[src/rtl/fft_input_buffer.sv]
// Frame buffer in front of the first FFT stage: fills N samples, then serves one per request.
// Build option FFT_IN_BITREV_EN: serve in bit-reversed index order (otherwise natural order).
module fft_input_buffer #(
    parameter int Q     = 15,
    parameter int N     = 8,
    parameter int LOG2N = 3
) (
    input  logic                clk,
    input  logic                reset,
    input  logic                sample_valid,
    input  logic signed [Q:0]   sample_in,
    input  logic                valid_request,
    output logic                valid_packet,
    output logic                valid_out,
    output logic signed [Q:0]   data_out_real,
    output logic [3:0]          addr_out,
    output logic                frame_done,
    output logic                overflow,
    output logic                req_error
);

    typedef enum logic {FILL, SERVE} state_t;

    state_t             state, state_nxt;
    logic [LOG2N-1:0]   wr_ptr, rd_cnt, rd_idx;
    logic signed [Q:0]  buffer [N];
    logic               do_write, do_serve, last_write, last_serve;

`ifdef FFT_IN_BITREV_EN
    function automatic logic [LOG2N-1:0] bitrev(input logic [LOG2N-1:0] i);
        logic [LOG2N-1:0] r;
        for (int k = 0; k < LOG2N; k++) r[k] = i[LOG2N-1-k];
        return r;
    endfunction

    always_comb rd_idx = bitrev(rd_cnt);
`else
    always_comb rd_idx = rd_cnt;
`endif

    always_comb begin
        state_nxt  = state;
        do_write   = 1'b0;
        do_serve   = 1'b0;
        last_write = 1'b0;
        last_serve = 1'b0;
        case (state)
            FILL: begin
                do_write   = sample_valid;
                last_write = sample_valid && (wr_ptr == LOG2N'(N-1));
                if (last_write) state_nxt = SERVE;
            end
            SERVE: begin
                do_serve   = valid_request;
                last_serve = valid_request && (rd_cnt == LOG2N'(N-1));
                if (last_serve) state_nxt = FILL;
            end
            default: state_nxt = FILL;
        endcase
    end

    // Buffer has no reset: stale contents are never read before a full refill.
    always_ff @(posedge clk) begin
        if (do_write) buffer[wr_ptr] <= sample_in;
    end

    always_ff @(posedge clk) begin
        if (reset) begin
            state         <= FILL;
            wr_ptr        <= '0;
            rd_cnt        <= '0;
            valid_packet  <= 1'b0;
            valid_out     <= 1'b0;
            data_out_real <= '0;
            addr_out      <= '0;
            frame_done    <= 1'b0;
            overflow      <= 1'b0;
            req_error     <= 1'b0;
        end else begin
            state        <= state_nxt;
            // Drops together with the last response, rises the cycle after the last write.
            valid_packet <= (state_nxt == SERVE);
            valid_out    <= do_serve;
            frame_done   <= last_serve;
            req_error    <= (state == FILL) && valid_request;
            overflow     <= overflow | ((state == SERVE) && sample_valid);
            if (do_write) wr_ptr <= wr_ptr + 1'b1;
            if (do_serve) begin
                rd_cnt        <= rd_cnt + 1'b1;
                data_out_real <= buffer[rd_idx];
                addr_out      <= 4'(rd_idx);
            end
        end
    end

endmodule

[config.mk]
export PLATFORM = sky130hd
export DESIGN_NAME = fft_input_buffer
export DESIGN_NICKNAME = d
export VERILOG_FILES = /design/src/rtl/fft_input_buffer.sv
export SDC_FILE = /design/constraint.sdc
export NUM_CORES = 1
export LEC_CHECK = 0
export ABC_AREA = 1
export BUFFER_PORTS_ARGS = -buffer_cell sky130_fd_sc_hd__buf_2
export CAP_MARGIN = 20
export CORE_ASPECT_RATIO = 0.9
export CORE_MARGIN = 5
export CORE_UTILIZATION = 35
export CTS_BUF_LIST = sky130_fd_sc_hd__clkbuf_4
export DETAILED_ROUTE_END_ITERATION = 10
export PLACE_DENSITY = 0.59
export SYNTH_ARGS = -nofsm -noshare
export SYNTH_HDL_FRONTEND = slang
export SYNTH_SLANG_ARGS = --single-unit
[constraint.sdc]
create_clock -name clk -period 2.75 [get_ports clk]
set_clock_uncertainty 0.15 [all_clocks]
set_input_delay 0.55 -clock clk [delete_from_list [all_inputs] [get_ports clk]]
set_output_delay 0.55 -clock clk [all_outputs]
set_load 0.005 [all_outputs]
==> key figures <==
Routing
  – Vias per Instance: around 4.6
  – TritonRoute pass-1 iters: 4
  – WL/cell: 14.8 um
  – DRC Markers: 0
  – Post-route ant nets: 0
  – DRT iter0 DRCs: between 300 and 400
  – Vias post-DR: between 4k and 5k
  – Drt total wl: 13600 um

Placement
  – Final HPWL DP: 8570 um
  – Total placed cells including tap cells: about 900
  – Pre-CTS setup slack: 723 ps
  – Placement Cell Area: between 6000 and 7000 um^2
  – I/O Buffers: 43
  – Routability cong.: between 0.7 and 0.8

Hold path
  – Hold wc startpoint: sample_valid
  – Class of the worst hold path: in -> reg

Critical path
  – Max FO, Critical Path: 6
  – CP arrival: 1150 ps
  – Buf/Inv on CP: 1
  – CP max-delay cell: dfxtp_1
  – Critical Path RT: 2050 ps
  – Critical Path Source: state
  – Setup Crit Path Kind: reg -> out
  – CP cell instances: buf_2
  – CP endpoint kind: output pin
  – Crit path launch type: flop
  – Crit path largest cell delay: roughly 480 ps
  – RR Startpoint: rd_cnt[1]
  – CP top delay family: flip-flops

Floorplan
  – Initial core utilization: 0.356
  – Row cnt: 47
  – Full die area: around 21000 um^2
  – Die Y: around 140 um
  – Die X: ~150 um
  – Top Ports: 45
  – CORE AREA: approximately 18000 um^2

Timing
  – Crit path time final: 1850 ps
  – Final hold violations: 0
  – Period utilization: 0.674
  – Worst slew pin tran: 714 ps
  – Final setup viols: 0
  – Unrepaired setup endpoints after global routing: false
  – Max Freq: approximately 540 MHz
  – Slew Viols, Final: 0
  – Setup TNS: 0 ps
  – Worst slew margin: 0.523
  – Setup ws final: 896 ps

Synthesis
  – Synth Net Count: 641
  – #FFs+latches synth: between 150 and 200
  – Synth area leaders: edfxtp_1 59%, nand2_1 11%, dfxtp_1 9.2%
  – Synthesized area: 6530 um^2
  – Yosys top cell area share: 0.589
  – Synth Area in Compound Gates: 0.0134
  – Synth Area in Adders: 0.00767
  – Simple-gate area share of the yosys netlist: 0.210
  – Syn_area_per_cell: between 10 and 15 um^2
  – Post-synthesis sequential area ratio: 0.681
  – Syn Inst Count: 617
  – Total number of yosys warnings: 0
  – Distinct cells, synth: 27
  – Main combinational cell family by area after synthesis: simple AND/OR/NAND/NOR gates
  – Post-Synth XOR/XNOR Area: 0
  – Post-synthesis mux area share: 0
  – Cell taking the most area after synthesis: edfxtp_1

Clock tree
  – Htree depth: 4
  – # resized after CTS: 0
  – Count of clock tree sinks: around 160
  – # hold bufs at CTS: 0
  – CTS tree: built
  – Post-CTS setup buffer count: 0
  – TritonCTS Buffers: 17
  – Clock Path Buffers: 2
  – Worst skew pair latency: roughly 510 ps
  – Clock-pin slew on the worst setup and hold paths: 120 ps
  – Clk root buf: clkbuf_4

Final layout
  – Fillers: about 1.8k
  – ANT cells: 0
  – Final core area utilization: 0.390
  – Commonest cells after routing, fill and taps aside: 198 x nand2_1, 128 x edfxtp_1, 92 x nand3_1, 90 x inv_1, 43 x buf_2
  – Final Net Count: 688
  – P&R area growth vs syn: 9.66%
  – Post-route cell area: around 7000 um^2
  – Post-Layout Cell Count: between 900 and 1k
  – Share of layout cells above drive strength 1: 0.146
  – Commonest non-fill, non-tap cell in the layout: nand2_1

Global route
  – Tot GR Track Use: 0.132
  – Vias in the first global route: approximately 4.2k
  – Initial antenna violation count: 0
  – First-pass GRT wire length: between 20000 and 25000 um
  – Total grt overflow: 0
  – Pin count of the biggest net entering global routing: 67

Pwr
  – Leak: between 3 and 4 nW
  – Pwr dens: 552 nW/um^2
  – Peak supply drop: about 0.28 mV

Job
  – Maxcap violations: 0

Status
  – Outcome: finished, final reports clean
==> stage by stage <==
stage,hold WS [ps],power (mW)
after floorplan,302,2.78
after global routing,87.9,4.11
final,128,3.95
after CTS,80.9,3.99
after global placement,299,2.85
after detailed placement,309,2.86
==> layer usage <==
| layer | share of wire | global-route usage | routed length (um) | up-vias |
|---|---|---|---|---|
| met2 | 0.46 | 0.212 | 6310 | 119 |
| met4 | 0.011 | 0.0395 | 153 | 0 |
| met3 | 0.070 | 0.0264 | 956 | 14 |
| met1 | 0.46 | 0.182 | 6220 | 2051 |
| li1 | - | - | - | 2095 |
| met5 | 0 | 0 | 0 | - |
==> cell families after synthesis <==
kind of cell / count (synthesis)
AND/OR/NAND/NOR: 316
other: 1
flip-flops: 158
buffers and inverters: 121
AO/OA/AOI/OAI: 17
adder cells (fa/ha/maj): 4
==> Yosys cell counts <==
| master | count |
|---|---|
| buf_1 | 1 |
| ha_1 | 4 |
| a21oi_1 | 8 |
| nor2_8 | 2 |
| dlymetal6s2s_1 | 2 |
| dfxtp_1 | 30 |
| nor3_1 | 2 |
| clkbuf_4 | 1 |
| edfxtp_1 | 128 |
| clkbuf_8 | 1 |
| o21a_1 | 1 |
| nand3_1 | 92 |
| inv_2 | 3 |
| buf_12 | 1 |
| nand2_4 | 1 |
| buf_6 | 2 |
| conb_1 | 1 |
| nand3_2 | 4 |
| buf_2 | 11 |
| inv_1 | 90 |
| nor2_1 | 16 |
| buf_4 | 7 |
| nand2_2 | 1 |
| nand2_1 | 198 |
| clkbuf_1 | 1 |
| o21ai_0 | 8 |
| buf_8 | 1 |
==> power breakdown <==
part	switching, mW	leakage (nW)	internal [mW]	total, mW
Sequential	0.0141	1.41	2.64	2.65
Clock	0.749	0.140	0.397	1.15
Combinational	0.110	1.58	0.0423	0.153
Total	0.874	3.13	3.08	3.95
==> state kept, by name (all words and copies together), names as in the netlist <==
signal         flops
valid_out          1
addr_out           3
frame_done         1
wr_ptr             3
data_out_real     16
overflow           1
req_error          1
rd_cnt             3
state              1
buffer           128
==> final timing paths <==
path | endpoint | slack, ps | depth (start not counted)
worst max-delay path | valid_packet | 900 | 1
worst min-delay path | overflow | 130 | 3
worst max register to register | data_out_real[0] | 910 | 7
worst min register to register | overflow | 330 | 2
==> final cells by class <==
cell class              instances  area, um^2  share of cell area
flip-flops and latches        158        4450               0.621
multi-input cells             338        1510               0.211
inverters                      93         349              0.0488
repair buffers                 56         325              0.0455
well taps                     245         307              0.0428
clock buffers                  22         165              0.0231
clock inverters                10        51.3             0.00717
Note: power is estimated with default switching activity, not from simulation.
